<file path="src/rtl/explosion_scheduler_if.sv">
`default_nettype none
// +----------------------------------------------------------------------+
// | explosion_scheduler_if                                               |
// | Trigger handshake between the game logic and the explosion scheduler |
// | Revision: 1.0                                                        |
// +----------------------------------------------------------------------+
interface explosion_scheduler_if;
   logic       trig_valid;
   logic       trig_ready;
   logic [9:0] trig_x;
   logic [9:0] trig_y;

   // Game logic side: raises requests and holds them until accepted
   modport master (
      output trig_valid,
      output trig_x,
      output trig_y,
      input  trig_ready
   );

   // Scheduler side: accepts requests when a slot is free
   modport slave (
      input  trig_valid,
      input  trig_x,
      input  trig_y,
      output trig_ready
   );
endinterface
`default_nettype wire

</file>
<file path="src/rtl/explosion_scheduler.sv">
`default_nettype none
// +----------------------------------------------------------------------+
// | explosion_scheduler                                                  |
// | Allocates explosion triggers to animation slots, advances each slot  |
// | on frame boundaries and resolves per-pixel sprite hits.              |
// | Revision: 1.0                                                        |
// +----------------------------------------------------------------------+
module explosion_scheduler #(
   parameter int SLOTS  = 4,
   parameter int SPRITE = 32,
   parameter int FRAMES = 3,
   parameter int HOLD   = 8
) (
   input  wire logic                 vga_clk,
   input  wire logic                 reset_n,
   input  wire logic                 frame_start,
   explosion_scheduler_if.slave      trig,
   input  wire logic [9:0]           DrawX,
   input  wire logic [9:0]           DrawY,
   output logic      [SLOTS-1:0]     busy,
   output logic                      exp_on,
   output logic      [1:0]           exp_stage,
   output logic      [9:0]           rom_address
);

   localparam logic [7:0]  c_hold_last  = 8'(HOLD - 1);
   localparam logic [1:0]  c_stage_last = 2'(FRAMES - 1);
   localparam logic [10:0] c_sprite11   = 11'(SPRITE);
   localparam logic [9:0]  c_sprite10   = 10'(SPRITE);

   typedef enum logic [0:0] {
      SLOT_IDLE   = 1'b0,
      SLOT_ACTIVE = 1'b1
   } slot_state_e;

   slot_state_e state_q [SLOTS];
   slot_state_e state_d [SLOTS];
   logic [1:0]  stage_q [SLOTS];
   logic [1:0]  stage_d [SLOTS];
   logic [7:0]  hold_q  [SLOTS];
   logic [7:0]  hold_d  [SLOTS];
   logic [9:0]  x_q     [SLOTS];
   logic [9:0]  x_d     [SLOTS];
   logic [9:0]  y_q     [SLOTS];
   logic [9:0]  y_d     [SLOTS];

   logic             exp_on_q;
   logic             exp_on_d;
   logic [1:0]       exp_stage_q;
   logic [1:0]       exp_stage_d;
   logic [9:0]       rom_address_q;
   logic [9:0]       rom_address_d;

   logic [SLOTS-1:0] w_free;
   logic [SLOTS-1:0] w_alloc;
   logic             w_accept;
   logic [SLOTS-1:0] w_hit;
   logic [9:0]       w_addr [SLOTS];

   // Per-slot status and pixel hit test; bounds compared at 11 bits so a
   // sprite near the right/bottom edge clips instead of wrapping to 0.
   for (genvar s = 0; s < SLOTS; s++) begin : g_slot
      logic [10:0] w_px;
      logic [10:0] w_py;
      logic [10:0] w_lo_x;
      logic [10:0] w_lo_y;
      logic [9:0]  w_off_x;
      logic [9:0]  w_off_y;

      assign w_free[s] = (state_q[s] == SLOT_IDLE);
      assign busy[s]   = (state_q[s] == SLOT_ACTIVE);

      assign w_px    = {1'b0, DrawX};
      assign w_py    = {1'b0, DrawY};
      assign w_lo_x  = {1'b0, x_q[s]};
      assign w_lo_y  = {1'b0, y_q[s]};
      assign w_off_x = DrawX - x_q[s];
      assign w_off_y = DrawY - y_q[s];

      assign w_hit[s] = busy[s]
                        && (w_px >= w_lo_x) && (w_px < w_lo_x + c_sprite11)
                        && (w_py >= w_lo_y) && (w_py < w_lo_y + c_sprite11);
      assign w_addr[s] = w_off_y * c_sprite10 + w_off_x;
   end

   assign trig.trig_ready = |w_free;
   assign w_accept        = trig.trig_valid & trig.trig_ready;

   // Lowest-index idle slot receives the next accepted trigger
   always_comb begin
      w_alloc = '0;
      for (int s = SLOTS - 1; s >= 0; s--) begin
         if (w_free[s]) begin
            w_alloc    = '0;
            w_alloc[s] = 1'b1;
         end
      end
   end

   // Slot next-state: load on accept, advance hold/stage on frame_start, expire at end
   always_comb begin
      for (int s = 0; s < SLOTS; s++) begin
         state_d[s] = state_q[s];
         stage_d[s] = stage_q[s];
         hold_d[s]  = hold_q[s];
         x_d[s]     = x_q[s];
         y_d[s]     = y_q[s];
         case (state_q[s])
            SLOT_IDLE: begin
               if (w_accept && w_alloc[s]) begin
                  state_d[s] = SLOT_ACTIVE;
                  stage_d[s] = 2'd0;
                  hold_d[s]  = 8'd0;
                  x_d[s]     = trig.trig_x;
                  y_d[s]     = trig.trig_y;
               end
            end
            SLOT_ACTIVE: begin
               if (frame_start) begin
                  if (hold_q[s] == c_hold_last) begin
                     hold_d[s] = 8'd0;
                     if (stage_q[s] == c_stage_last) begin
                        state_d[s] = SLOT_IDLE;
                        stage_d[s] = 2'd0;
                     end else begin
                        stage_d[s] = stage_q[s] + 2'd1;
                     end
                  end else begin
                     hold_d[s] = hold_q[s] + 8'd1;
                  end
               end
            end
            default: state_d[s] = SLOT_IDLE;
         endcase
      end
   end

   // Pixel result: lowest-index hitting slot wins, zeros when nothing hits
   always_comb begin
      exp_on_d      = 1'b0;
      exp_stage_d   = 2'd0;
      rom_address_d = 10'd0;
      for (int s = SLOTS - 1; s >= 0; s--) begin
         if (w_hit[s]) begin
            exp_on_d      = 1'b1;
            exp_stage_d   = stage_q[s];
            rom_address_d = w_addr[s];
         end
      end
   end

   // State and output registers; reset aborts every animation immediately
   always_ff @(posedge vga_clk or negedge reset_n) begin
      if (!reset_n) begin
         for (int s = 0; s < SLOTS; s++) begin
            state_q[s] <= SLOT_IDLE;
            stage_q[s] <= 2'd0;
            hold_q[s]  <= 8'd0;
            x_q[s]     <= 10'd0;
            y_q[s]     <= 10'd0;
         end
         exp_on_q      <= 1'b0;
         exp_stage_q   <= 2'd0;
         rom_address_q <= 10'd0;
      end else begin
         for (int s = 0; s < SLOTS; s++) begin
            state_q[s] <= state_d[s];
            stage_q[s] <= stage_d[s];
            hold_q[s]  <= hold_d[s];
            x_q[s]     <= x_d[s];
            y_q[s]     <= y_d[s];
         end
         exp_on_q      <= exp_on_d;
         exp_stage_q   <= exp_stage_d;
         rom_address_q <= rom_address_d;
      end
   end

   assign exp_on      = exp_on_q;
   assign exp_stage   = exp_stage_q;
   assign rom_address = rom_address_q;

endmodule
`default_nettype wire

</file>
<file path="src/flat_wrapper.sv">
// flat-port wrapper written by rule: the top's interface ports become plain ports
module explosion_scheduler_flat 
#(
   parameter int SLOTS  = 4,
   parameter int SPRITE = 32,
   parameter int FRAMES = 3,
   parameter int HOLD   = 8
)
  (vga_clk, reset_n, frame_start, DrawX, DrawY, busy, exp_on, exp_stage, rom_address, trig_trig_valid, trig_trig_x, trig_trig_y, trig_trig_ready);
  explosion_scheduler_if trig_i ();
  input  wire logic vga_clk;
  input  wire logic reset_n;
  input  wire logic frame_start;
  input  wire logic [9:0] DrawX;
  input  wire logic [9:0] DrawY;
  output logic      [SLOTS-1:0] busy;
  output logic exp_on;
  output logic      [1:0] exp_stage;
  output logic      [9:0] rom_address;
  input wire logic [$bits(trig_i.trig_valid)-1:0] trig_trig_valid;
  input wire logic [$bits(trig_i.trig_x)-1:0] trig_trig_x;
  input wire logic [$bits(trig_i.trig_y)-1:0] trig_trig_y;
  output wire logic [$bits(trig_i.trig_ready)-1:0] trig_trig_ready;
  assign trig_i.trig_valid = trig_trig_valid;
  assign trig_i.trig_x = trig_trig_x;
  assign trig_i.trig_y = trig_trig_y;
  assign trig_trig_ready = trig_i.trig_ready;
  explosion_scheduler #(.SLOTS(SLOTS), .SPRITE(SPRITE), .FRAMES(FRAMES), .HOLD(HOLD)) u_core (.vga_clk(vga_clk), .reset_n(reset_n), .frame_start(frame_start), .trig(trig_i), .DrawX(DrawX), .DrawY(DrawY), .busy(busy), .exp_on(exp_on), .exp_stage(exp_stage), .rom_address(rom_address));
endmodule
</file>
<file path="config.mk">
export PLATFORM = sky130hd
export DESIGN_NAME = explosion_scheduler_flat
export DESIGN_NICKNAME = d
export VERILOG_FILES = /design/src/rtl/explosion_scheduler_if.sv /design/src/rtl/explosion_scheduler.sv /design/src/flat_wrapper.sv
export SDC_FILE = /design/constraint.sdc
export NUM_CORES = 1
export LEC_CHECK = 0
export BUFFER_PORTS_ARGS = -buffer_cell sky130_fd_sc_hd__buf_4
export CORE_MARGIN = 4
export CORE_UTILIZATION = 67
export CTS_BUF_LIST = sky130_fd_sc_hd__clkbuf_4
export CTS_CLUSTER_DIAMETER = 150
export DETAILED_ROUTE_END_ITERATION = 7
export GPL_ROUTABILITY_DRIVEN = 0
export PLACE_DENSITY_LB_ADDON = 0.08
export SLEW_MARGIN = 20
export SYNTH_ARGS = -nofsm -noshare
export SYNTH_HDL_FRONTEND = slang
export SYNTH_SLANG_ARGS = --single-unit
export TNS_END_PERCENT = 50
</file>
<file path="constraint.sdc">
create_clock -name vga_clk -period 6.8 [get_ports vga_clk]
set_input_delay 0.34 -clock vga_clk [delete_from_list [all_inputs] [get_ports vga_clk]]
set_output_delay 0.34 -clock vga_clk [all_outputs]
set_load 0.01 [all_outputs]
</file>
==> results of run 1 <==
-- area by class of cell --
cell class | instances | area [sq um] | share of cell area, %
diodes | 1 | 2.50 | 0.0199
flip-flops and latches | 137 | 3430 | 27.3
clock buffers | 17 | 128 | 1.02
clock inverters | 15 | 166 | 1.33
multi-input cells | 934 | 7370 | 58.7
repair buffers | 80 | 639 | 5.09
inverters | 146 | 548 | 4.36
well taps | 220 | 275 | 2.19
-- worst max-delay path by stage --
| stage | start | to | slack [ns] | cells past startpoint |
|---|---|---|---|---|
| final | u_core.g_slot[0].w_lo_y[7] | u_core.rom_address[1] | 3.25 | 11 |
| after CTS | u_core.g_slot[0].w_lo_y[7] | u_core.rom_address[3] | 3.25 | 11 |
| after floorplan | DrawY[0] | u_core.rom_address[9] | 3.69 | 12 |
| after global routing | u_core.g_slot[0].w_lo_y[6] | u_core.rom_address[3] | 3.01 | 11 |
| after global placement | DrawX[3] | u_core.rom_address[3] | 3.27 | 10 |
| after detailed placement | DrawX[3] | u_core.rom_address[3] | 3.21 | 10 |
-- report_power, final --
part           internal, uW  switching, uW
logic                  1920           2370
clock network           226            347
registers              1140            289
total                  3280           3010
-- metal layers --
layer  GRT usage, %  vias up  part of all wire (%)
li1               -     4522                     -
met1           42.0     4557                    43
met3           6.55       79                   6.5
met2           50.0      326                    46
met4           13.8        0                   4.4
met5              0        -                     0
-- worst max-delay path, cell delays in order (launching register included) --
cell      delay (ns)
dfrtp_1         0.40
inv_1           0.09
nor3_1          0.36
xnor2_1         0.17
ha_1            0.26
a21o_1          0.16
a21oi_1         0.14
a31oi_1         0.06
nor4_1          0.24
and4_1          0.82
nor2_1          0.37
a222oi_1        0.37
-- synthesized netlist by cell type (all sizes together) (10+ instances only) --
| cell | count |
|---|---|
| dfrtp | 137 |
| xor2 | 25 |
| ha | 164 |
| xnor2 | 55 |
| clkbuf | 24 |
| inv | 146 |
| nand2 | 123 |
| nor2b | 19 |
| a211oi | 15 |
| o21a | 10 |
| mux2 | 26 |
| fa | 40 |
| o21ai | 106 |
| nor3 | 22 |
| a221oi | 10 |
| a21oi | 43 |
| nand2b | 13 |
| nor2 | 54 |
| o31ai | 14 |
| a21o | 17 |
| nand3 | 53 |
-- stage by stage --
step / cells / hold WS [ns] / util, %
CTS: 1549 / 0.000249 / 75.4
detailed placement: 1503 / 0.472 / 72.8
floorplan: 1242 / 0.0444 / -
global route: 1550 / 0.00199 / 75.4
finish: 1550 / 0.0293 / 75.4
global placement: 1503 / 0.468 / 72.8
-- cells in the final DEF, fill, tap and decap left out, types with 6 or more instances in the layout --
cell type / instances
fa_1: 40
o21a_1: 10
xnor2_1: 55
nor3_1: 22
nor2_1: 52
mux2_2: 26
dfrtp_1: 137
nor2b_1: 18
mux2i_1: 6
and3_1: 8
a221oi_1: 10
a21oi_1: 43
clkbuf_4: 17
xor2_1: 25
o21ai_0: 106
nand3_1: 53
dlygate4sd3_1: 14
o31ai_1: 13
a21o_1: 17
buf_4: 65
a211oi_1: 15
ha_1: 164
nand2_1: 123
nand2b_1: 13
or4_1: 8
nor4_1: 7
inv_1: 146
-- sequential cells by signal, summed over array words and instances, names as in the netlist --
| register | cells |
|---|---|
| u_core.exp_on | 1 |
| u_core.g_slot.w_lo_x | 40 |
| u_core.g_slot.w_lo_y | 40 |
| u_core.stage_q | 8 |
| u_core.exp_stage | 2 |
| u_core.hold_q | 32 |
| u_core.rom_address | 10 |
| u_core.busy | 4 |
-- kinds of logic (layout without fill, tap and decap cells) --
| group | after synthesis | count (layout) | synth area share [%] |
|---|---|---|---|
| AND/OR/NAND/NOR | 338 | 338 | 14.2 |
| AO/OA/AOI/OAI | 280 | 280 | 16.0 |
| adder cells (fa/ha/maj) | 204 | 204 | 25.0 |
| buffers and inverters | 171 | 258 | 5.63 |
| flip-flops | 137 | 137 | 30.0 |
| XOR/XNOR | 80 | 80 | 6.13 |
| multiplexers | 32 | 32 | 3.09 |
| other | 0 | 1 | 0 |
==> flow_results.xml, run 1 <==
<?xml version="1.0" encoding="UTF-8"?>
<metrics>
  <group name="run_status">
    <metric name="run_status" unit="">finished, final reports clean</metric>
  </group>
  <group name="floorplan">
    <metric name="num_rows" unit="">47</metric>
    <metric name="design.portCount" unit="">62</metric>
    <metric name="die-width" unit="microns">139</metric>
    <metric name="die-height" unit="microns">139</metric>
    <metric name="start_util" unit="%">68.7</metric>
    <metric name="area_of_the_placeable_core" unit="sq um">16600</metric>
    <metric name="fp.dieArea" unit="sq um">19200</metric>
  </group>
  <group name="detailed_routing">
    <metric name="route.detailed.wl_per_inst" unit="microns">19.1</metric>
    <metric name="route.vias.total" unit="">9484</metric>
    <metric name="drt_wl_total" unit="microns">29500</metric>
    <metric name="drt-pass1-iter-count" unit="">5</metric>
    <metric name="antenna_left" unit="">0</metric>
    <metric name="drt-initial-drc-count" unit="">658</metric>
    <metric name="route.detailed.drc" unit="">0</metric>
    <metric name="via_per_inst" unit="">6.12</metric>
  </group>
  <group name="cts">
    <metric name="tritoncts_clock_tree" unit="">built</metric>
    <metric name="cts-buffers-inserted" unit="">17</metric>
    <metric name="clk_pin_slew" unit="ns">0.14</metric>
    <metric name="clk_latency_worst_skew_pair" unit="ns">0.58</metric>
    <metric name="ctsResizeCount" unit="">0</metric>
    <metric name="numClockSinks" unit="">137</metric>
    <metric name="postCtsHoldBufs" unit="">14</metric>
    <metric name="postCtsSetupRepairBufs" unit="">0</metric>
    <metric name="cts-root-to-sink-buffers" unit="">2</metric>
    <metric name="cts.root.buffer_cell" unit="">clkbuf_4</metric>
    <metric name="h-tree-depth" unit="">4</metric>
  </group>
  <group name="critical_path">
    <metric name="crit_path_start_kind" unit="">flip-flop</metric>
    <metric name="worst-path-max-fanout" unit="">23</metric>
    <metric name="ff2ff_setup_slack" unit="ns">3.25</metric>
    <metric name="cp_data_required_time" unit="ns">7.25</metric>
    <metric name="crit-reg2reg-capture" unit="">u_core.rom_address[1]</metric>
    <metric name="critPathKind" unit="">flip-flop to flip-flop</metric>
    <metric name="endpoint_kind" unit="">flip-flop</metric>
    <metric name="timing.reg2reg.worst_path_depth" unit="">11</metric>
    <metric name="crit-reg2reg-launch" unit="">u_core.g_slot[0].w_lo_y[7]</metric>
    <metric name="critical_path_arrival" unit="ns">4.00</metric>
  </group>
  <group name="finish">
    <metric name="layout-drive-gt1-share" unit="%">10.1</metric>
    <metric name="num-fill-cells" unit="">1270</metric>
    <metric name="final_area" unit="sq um">12600</metric>
    <metric name="final_nets" unit="">1564</metric>
    <metric name="syn2layout_area_growth" unit="%">9.85</metric>
  </group>
  <group name="sta">
    <metric name="finalSetupTns" unit="ns">0</metric>
    <metric name="timing_worst_slew_pin_value" unit="ns">1.05</metric>
    <metric name="slew_viol_final" unit="">0</metric>
    <metric name="final.setup.worst_slack" unit="ns">3.25</metric>
    <metric name="fin_worst_skew" unit="ns">0.0206</metric>
    <metric name="grt_setup_unrepaired" unit="">no</metric>
    <metric name="achievable-frequency" unit="MHz">282</metric>
    <metric name="period_minus_ws_final" unit="ns">3.55</metric>
    <metric name="setup_viol_count_final" unit="">0</metric>
    <metric name="relSlewSlack" unit="%">28.3</metric>
    <metric name="ratio_of_final_minimum_period_to_clock_period" unit="%">52.2</metric>
    <metric name="timing.final.hold_violations" unit="">0</metric>
  </group>
  <group name="placement">
    <metric name="place_ws" unit="ns">3.21</metric>
    <metric name="hpwl_detailed" unit="microns">22800</metric>
    <metric name="io_buffer_count" unit="">61</metric>
    <metric name="dpl-instance-area" unit="sq um">12100</metric>
  </group>
  <group name="synth">
    <metric name="synth_edf_count" unit="">0</metric>
    <metric name="top_post_synthesis_cells_by_area" unit="">dfrtp_1 (30%), ha_1 (18%), fa_1 (7.0%)</metric>
    <metric name="fraction_of_post_synthesis_cell_area_in_the_top_cell_type_by_area" unit="%">30.0</metric>
    <metric name="yosysSeqAreaShare" unit="%">30.0</metric>
    <metric name="synth_area" unit="sq um">11400</metric>
    <metric name="synthCells" unit="">1242</metric>
    <metric name="netlist.top_cell.by_area" unit="">dfrtp_1</metric>
    <metric name="synthFlopType" unit="">dfrtp_1</metric>
    <metric name="ys_seq_elements" unit="">137</metric>
    <metric name="syn-mean-instance-area" unit="sq um">9.20</metric>
    <metric name="async_flop_share" unit="%">100</metric>
    <metric name="synth_cell_types" unit="">72</metric>
    <metric name="synth_warnings" unit="">0</metric>
    <metric name="synth.net_count" unit="">1490</metric>
  </group>
  <group name="pwr">
    <metric name="worst_ir_drop_vdd" unit="mV">0.254</metric>
    <metric name="design_power_total" unit="uW">6290</metric>
    <metric name="power.static_leakage" unit="uW">0.00598</metric>
    <metric name="power_per_cell_area" unit="nW/um^2">501</metric>
  </group>
  <group name="global_route">
    <metric name="antenna_found_initial" unit="">1</metric>
    <metric name="groute.usage.overall" unit="%">31.5</metric>
    <metric name="grt_first_pass_wirelength" unit="microns">48400</metric>
    <metric name="grt_pass1_vias" unit="">9367</metric>
    <metric name="remaining_overflow_grt" unit="">0</metric>
    <metric name="grt_start_max_net_pins" unit="">91</metric>
  </group>
  <group name="worst_hold_path">
    <metric name="min_to" unit="">u_core.g_slot[2].w_lo_x[3]</metric>
    <metric name="class_of_the_worst_hold_path" unit="">input pin to flip-flop</metric>
    <metric name="hold_start" unit="">trig_trig_x[3]</metric>
    <metric name="holdPathStages" unit="">3</metric>
  </group>
  <group name="flow_run">
    <metric name="drv_cap" unit="">0</metric>
  </group>
</metrics>
No activity file was read; power rests on OpenSTA's default activity.
==> run 2, diff against run 1 <==
- CORE_UTILIZATION: 67 -> 64
- clock period: 6.8 -> 3.48 ns (I/O delays scaled with it)
==> run 2 against run 1 <==
Compared with the run above: register-to-register slack lost 3.1 ns; global-route usage down 0.40 points; via count is 0.26% higher; sequential share of layout area is 0.38 points lower; fmax is 8.0% higher; design area up 1.4%.
==> flow_results.xml, run 2 (synthesis results as in run 1) <==
<?xml version="1.0" encoding="UTF-8"?>
<metrics>
  <group name="run_status">
    <metric name="run_status" unit="">finished, final reports clean</metric>
  </group>
  <group name="finish">
    <metric name="layout-drive-gt1-share" unit="%">10.8</metric>
    <metric name="layout_commonest_cell" unit="">ha_1</metric>
    <metric name="final_nets" unit="">1586</metric>
    <metric name="finalNonFillerCells" unit="">1577</metric>
    <metric name="layout.cells.most_common_list" unit="">ha_1 (164), inv_1 (146), dfrtp_1 (137)</metric>
    <metric name="final_area" unit="sq um">12700</metric>
    <metric name="syn2layout_area_growth" unit="%">11.4</metric>
  </group>
  <group name="critical_path">
    <metric name="critical-path-slowest-cell" unit="">or4_1</metric>
    <metric name="timing.critical_path.cells" unit="">ha_1 -&gt; inv_1 -&gt; fa_1 -&gt; fa_1 -&gt; ha_1 -&gt; nand2_1 -&gt; a21oi_1 -&gt; a211oi_1 -&gt; or4_1 -&gt; a211oi_1 -&gt; a211oi_1</metric>
    <metric name="crit_path_start_kind" unit="">flip-flop</metric>
    <metric name="critPathTopFamily" unit="">adder cells</metric>
    <metric name="endpoint_kind" unit="">flip-flop</metric>
    <metric name="cpMostUsedCell" unit="">a211oi_1</metric>
    <metric name="crit-reg2reg-launch" unit="">u_core.g_slot[1].w_lo_y[0]</metric>
    <metric name="critPathKind" unit="">flip-flop to flip-flop</metric>
    <metric name="worst-path-max-fanout" unit="">5</metric>
    <metric name="cp_data_required_time" unit="ns">3.95</metric>
    <metric name="worst_path_largest_cell_delay" unit="ns">0.53</metric>
    <metric name="critical_path_arrival" unit="ns">3.75</metric>
    <metric name="critical_path.n_buffers_inverters" unit="">1</metric>
    <metric name="critical_path.startpoint" unit="">u_core.g_slot[1].w_lo_y[0]</metric>
  </group>
  <group name="global_route">
    <metric name="antenna_found_initial" unit="">2</metric>
    <metric name="grt_first_pass_wirelength" unit="microns">48800</metric>
    <metric name="groute.usage.overall" unit="%">31.1</metric>
    <metric name="grt_start_max_net_pins" unit="">86</metric>
    <metric name="grt_pass1_vias" unit="">9309</metric>
    <metric name="remaining_overflow_grt" unit="">0</metric>
  </group>
  <group name="worst_hold_path">
    <metric name="hold_start" unit="">DrawX[0]</metric>
    <metric name="class_of_the_worst_hold_path" unit="">input pin to flip-flop</metric>
  </group>
  <group name="pwr">
    <metric name="power.combinational.fraction" unit="%">68.8</metric>
    <metric name="power_per_cell_area" unit="nW/um^2">958</metric>
    <metric name="power_report.internal_total" unit="uW">6370</metric>
    <metric name="sequentialPowerShare" unit="%">22.8</metric>
    <metric name="power.static_leakage" unit="uW">0.00606</metric>
    <metric name="power_frac_clock" unit="%">8.4</metric>
    <metric name="design_power_total" unit="uW">12200</metric>
    <metric name="netSwitchingPower" unit="uW">5830</metric>
    <metric name="worst_ir_drop_vdd" unit="mV">0.514</metric>
    <metric name="sw_frac_of_total" unit="%">47.8</metric>
  </group>
  <group name="sta">
    <metric name="relSlewSlack" unit="%">44.8</metric>
    <metric name="period_minus_ws_final" unit="ns">3.28</metric>
    <metric name="fin_worst_skew" unit="ns">0.0218</metric>
    <metric name="setup_viol_count_final" unit="">0</metric>
    <metric name="finalSetupTns" unit="ns">0</metric>
    <metric name="achievable-frequency" unit="MHz">305</metric>
    <metric name="timing.final.hold_violations" unit="">0</metric>
    <metric name="grt_setup_unrepaired" unit="">no</metric>
    <metric name="ratio_of_final_minimum_period_to_clock_period" unit="%">94.4</metric>
    <metric name="timing_worst_slew_pin_value" unit="ns">0.828</metric>
    <metric name="final.setup.worst_slack" unit="ns">0.196</metric>
    <metric name="slew_viol_final" unit="">0</metric>
  </group>
  <group name="detailed_routing">
    <metric name="route.detailed.wl_per_inst" unit="microns">19.0</metric>
    <metric name="route.vias.total" unit="">9509</metric>
    <metric name="met1_wire_length" unit="microns">13300</metric>
    <metric name="wl_met3" unit="microns">1660</metric>
    <metric name="routed-wl-met2" unit="microns">13500</metric>
    <metric name="route.detailed.drc" unit="">0</metric>
    <metric name="via_per_inst" unit="">6.03</metric>
    <metric name="top_signal_layer_used" unit="">met5</metric>
    <metric name="drt-initial-drc-count" unit="">560</metric>
    <metric name="drt-pass1-iter-count" unit="">7</metric>
    <metric name="drt_wl_total" unit="microns">29900</metric>
    <metric name="antenna_left" unit="">0</metric>
  </group>
  <group name="floorplan">
    <metric name="area_of_the_placeable_core" unit="sq um">17400</metric>
    <metric name="die-height" unit="microns">142</metric>
    <metric name="num_rows" unit="">48</metric>
    <metric name="fp.dieArea" unit="sq um">20100</metric>
    <metric name="design.portCount" unit="">62</metric>
    <metric name="start_util" unit="%">65.6</metric>
    <metric name="die-width" unit="microns">142</metric>
  </group>
  <group name="cts">
    <metric name="h-tree-depth" unit="">4</metric>
    <metric name="postCtsSetupRepairBufs" unit="">0</metric>
    <metric name="clk_pin_slew" unit="ns">0.14</metric>
    <metric name="clk_latency_worst_skew_pair" unit="ns">0.57</metric>
    <metric name="cts.root.buffer_cell" unit="">clkbuf_4</metric>
    <metric name="cts-buffers-inserted" unit="">17</metric>
    <metric name="numClockSinks" unit="">137</metric>
    <metric name="tritoncts_clock_tree" unit="">built</metric>
    <metric name="cts-root-to-sink-buffers" unit="">2</metric>
  </group>
  <group name="placement">
    <metric name="dpl-instance-area" unit="sq um">12200</metric>
    <metric name="hpwl_detailed" unit="microns">22900</metric>
    <metric name="io_buffer_count" unit="">61</metric>
    <metric name="place_ws" unit="ns">0.125</metric>
    <metric name="dp.cells" unit="">1521</metric>
  </group>
  <group name="flow_run">
    <metric name="drv_cap" unit="">0</metric>
  </group>
</metrics>
-- run 2: metal layers --
| layer | track usage [%] | vias to the layer above |
|---|---|---|
| met2 | 48.8 | 325 |
| li1 | - | 4551 |
| met3 | 5.19 | 81 |
| met1 | 42.5 | 4550 |
| met5 | 0 | - |
| met4 | 13.9 | 2 |
-- run 2: path summary, 6_finish.rpt --
kind                       cells after the start                          to  slack [ns]
setup / recovery                              11       u_core.rom_address[9]        0.20
hold / removal                                 4       u_core.rom_address[0]        0.17
setup reg to reg                              11       u_core.rom_address[9]        0.20
hold reg to reg                                1           u_core.stage_q[0]        0.50
max in group asynchronous                      3  u_core.g_slot[1].w_lo_y[0]        2.50
min in group asynchronous                      2       u_core.rom_address[6]        0.19
-- run 2: repair_timing --
item                       CTS  global route
hold buffers                23             0
setup endpoints to repair    0             1
gates resized for setup      0             1
hold endpoints to repair   168             0
-- run 2: stage by stage --
step / util, % / hold slack [ns]
global placement: 70.3 / 0.292
finish: 73.1 / 0.165
detailed placement: 70.3 / 0.283
floorplan: - / -0.122
CTS: 73.1 / 0.134
global route: 73.1 / 0.143
-- run 2: worst min-delay path, stage by stage --
cell      delay, ns
buf_4          0.10
inv_1          0.12
ha_1           0.19
a222oi_1       0.10
-- run 2: power groups by stage --
stage          Clock (uW)  Combinational (uW)  Sequential [uW]
6_report             1030                8390             2780
5_1_grt              1120                9440             2870
4_1_cts              1050                8290             2770
3_5_place_dp            0                8200             2800
3_3_place_gp            0                7970             2780
2_1_floorplan           0                6290             2660
-- run 2: final cells by class --
cell class	instances	area (sq um)
fill	1353	4680
timing repair buffer	102	840
tap	225	282
clock buffer	18	135
inverter	146	548
multi-input combinational	934	7370
clock inverter	14	124
sequential	137	3430
antenna	1	2.50
==> run 3, diff against run 2 <==
- PLACE_DENSITY_LB_ADDON: 0.08 -> 0.15
==> run 3 against run 2 <==
Compared with the run above: highest routed layer is now met4; critical endpoint is now u_core.rom_address[8]; hold slack worse by 0.13 ns; utilization is 0.29 points higher; largest cell class unchanged; register-to-register slack hardly changed; setup slack better by 0.012 ns.
==> flow_results.xml, run 3 (synthesis results as in run 1) <==
<?xml version="1.0" encoding="UTF-8"?>
<metrics>
  <group name="run_status">
    <metric name="run_status" unit="">finished, final reports clean</metric>
  </group>
  <group name="finish">
    <metric name="layout.cells.most_common_list" unit="">ha_1 (164), inv_1 (146), dfrtp_1 (137)</metric>
    <metric name="final_area" unit="sq um">12800</metric>
    <metric name="layout-drive-gt1-share" unit="%">10.9</metric>
    <metric name="syn2layout_area_growth" unit="%">11.8</metric>
    <metric name="layout_commonest_cell" unit="">ha_1</metric>
    <metric name="utilization" unit="%">73.4</metric>
    <metric name="num-fill-cells" unit="">1333</metric>
    <metric name="final_nets" unit="">1586</metric>
  </group>
  <group name="sta">
    <metric name="period_minus_ws_final" unit="ns">3.27</metric>
    <metric name="timing_worst_slew_pin_value" unit="ns">0.823</metric>
    <metric name="slew_viol_final" unit="">0</metric>
    <metric name="ratio_of_final_minimum_period_to_clock_period" unit="%">94.0</metric>
    <metric name="finalSetupTns" unit="ns">0</metric>
    <metric name="timing.final.hold_violations" unit="">0</metric>
    <metric name="fin_worst_skew" unit="ns">0.0224</metric>
    <metric name="relSlewSlack" unit="%">45.2</metric>
    <metric name="grt_setup_unrepaired" unit="">no</metric>
    <metric name="setup_viol_count_final" unit="">0</metric>
    <metric name="achievable-frequency" unit="MHz">306</metric>
  </group>
  <group name="pwr">
    <metric name="power.combinational.fraction" unit="%">68.1</metric>
    <metric name="power_frac_clock" unit="%">9.7</metric>
    <metric name="power.static_leakage" unit="uW">0.00608</metric>
    <metric name="sw_frac_of_total" unit="%">46.8</metric>
    <metric name="power_report.internal_total" unit="uW">6610</metric>
    <metric name="worst_ir_drop_vdd" unit="mV">0.669</metric>
    <metric name="power_per_cell_area" unit="nW/um^2">972</metric>
    <metric name="sequentialPowerShare" unit="%">22.3</metric>
    <metric name="netSwitchingPower" unit="uW">5810</metric>
  </group>
  <group name="global_route">
    <metric name="antenna_found_initial" unit="">1</metric>
    <metric name="grt_pass1_vias" unit="">9597</metric>
    <metric name="remaining_overflow_grt" unit="">0</metric>
    <metric name="grt_start_max_net_pins" unit="">88</metric>
    <metric name="grt_first_pass_wirelength" unit="microns">49200</metric>
    <metric name="groute.usage.overall" unit="%">31.1</metric>
  </group>
  <group name="flow_run">
    <metric name="drv_cap" unit="">0</metric>
  </group>
  <group name="cts">
    <metric name="cts.root.buffer_cell" unit="">clkbuf_4</metric>
    <metric name="tritoncts_clock_tree" unit="">built</metric>
    <metric name="numClockSinks" unit="">137</metric>
    <metric name="clk_latency_worst_skew_pair" unit="ns">0.55</metric>
    <metric name="cts-root-to-sink-buffers" unit="">2</metric>
    <metric name="h-tree-depth" unit="">4</metric>
    <metric name="clk_pin_slew" unit="ns">0.13</metric>
    <metric name="cts-buffers-inserted" unit="">17</metric>
  </group>
  <group name="floorplan">
    <metric name="design.portCount" unit="">62</metric>
    <metric name="fp.dieArea" unit="sq um">20100</metric>
    <metric name="die-width" unit="microns">142</metric>
    <metric name="start_util" unit="%">65.6</metric>
    <metric name="die-height" unit="microns">142</metric>
    <metric name="num_rows" unit="">48</metric>
    <metric name="area_of_the_placeable_core" unit="sq um">17400</metric>
  </group>
  <group name="placement">
    <metric name="io_buffer_count" unit="">61</metric>
    <metric name="dpl-instance-area" unit="sq um">12200</metric>
    <metric name="hpwl_detailed" unit="microns">23000</metric>
  </group>
  <group name="detailed_routing">
    <metric name="route.vias.total" unit="">9481</metric>
    <metric name="drt-initial-drc-count" unit="">739</metric>
    <metric name="route.detailed.wl_per_inst" unit="microns">19.0</metric>
    <metric name="drt-pass1-iter-count" unit="">7</metric>
    <metric name="drt_wl_total" unit="microns">29900</metric>
    <metric name="route.detailed.drc" unit="">0</metric>
    <metric name="via_per_inst" unit="">6.02</metric>
    <metric name="antenna_left" unit="">0</metric>
  </group>
  <group name="critical_path">
    <metric name="cp_data_required_time" unit="ns">3.86</metric>
    <metric name="crit_path_start_kind" unit="">flip-flop</metric>
    <metric name="critical_path_arrival" unit="ns">3.66</metric>
    <metric name="worst-path-max-fanout" unit="">3</metric>
    <metric name="critPathKind" unit="">flip-flop to flip-flop</metric>
    <metric name="endpoint_kind" unit="">flip-flop</metric>
  </group>
  <group name="worst_hold_path">
    <metric name="class_of_the_worst_hold_path" unit="">input pin to flip-flop</metric>
  </group>
</metrics>
## run 3: through the flow
| step | hold WS [ns] | setup slack [ns] | instances | power [uW] |
|---|---|---|---|---|
| floorplan | -0.122 | 0.457 | 1242 | 8950 |
| global placement | 0.286 | 0.206 | 1522 | 10700 |
| detailed placement | 0.284 | 0.158 | 1522 | 11000 |
| CTS | 0.00513 | 0.196 | 1574 | 12300 |
| global route | 0.0289 | 0.0305 | 1575 | 13600 |
| finish | 0.0388 | 0.208 | 1575 | 12400 |
## run 3: worst max-delay path: stages (launching register included)
cell      delay [ns]
dfrtp_1         0.37
ha_1            0.18
inv_1           0.07
fa_1            0.40
xor2_1          0.25
fa_1            0.46
ha_1            0.24
or2_2           0.34
a2111o_1        0.37
a21o_1          0.16
a21boi_0        0.20
a311oi_1        0.07
## run 3: final timing paths
check / from / to / slack [ns] / cells past startpoint
setup / recovery: u_core.g_slot[0].w_lo_y[0] / u_core.rom_address[8] / 0.21 / 11
hold / removal: frame_start / u_core.busy[2] / 0.04 / 4
setup reg to reg: u_core.g_slot[0].w_lo_y[0] / u_core.rom_address[8] / 0.21 / 11
hold reg to reg: u_core.stage_q[0] / u_core.stage_q[0] / 0.50 / 1
max in group asynchronous: reset_n / u_core.g_slot[1].w_lo_y[1] / 2.46 / 3
min in group asynchronous: reset_n / u_core.g_slot[0].w_lo_x[2] / 0.22 / 2
## run 3: final cells by class
class                           instances  area (sq um)  share of cell area [%]
Antenna cell                            1          2.50                  0.0196
Clock buffer                           18           135                    1.06
Clock inverter                         12           176                    1.38
Inverter                              146           548                    4.29
Multi-Input combinational cell        934          7370                    57.7
Sequential cell                       137          3430                    26.8
Tap cell                              225           282                    2.20
Timing Repair Buffer                  102           837                    6.55
## run 3: per-layer routing
metal,share of wire (%),vias up,track usage [%]
met5,0,-,0
li1,-,4545,-
met2,47,355,50.9
met1,42,4511,40.5
met3,7.0,70,6.57
met4,3.9,0,12.6
## run 3: timing repair
action	in CTS	in global routing
gates resized for setup	0	2
endpoints found under the hold margin	167	0
hold buffers	22	0
buffers inserted	0	0
setup endpoints to repair	0	1
## run 3: power groups by stage
stage	Sequential [uW]	Combinational [uW]	Clock, uW
finish	2760	8460	1200
global placement	2750	7990	0
detailed placement	2780	8230	0
CTS	2750	8340	1220
global route	2840	9490	1280
floorplan	2660	6290	0
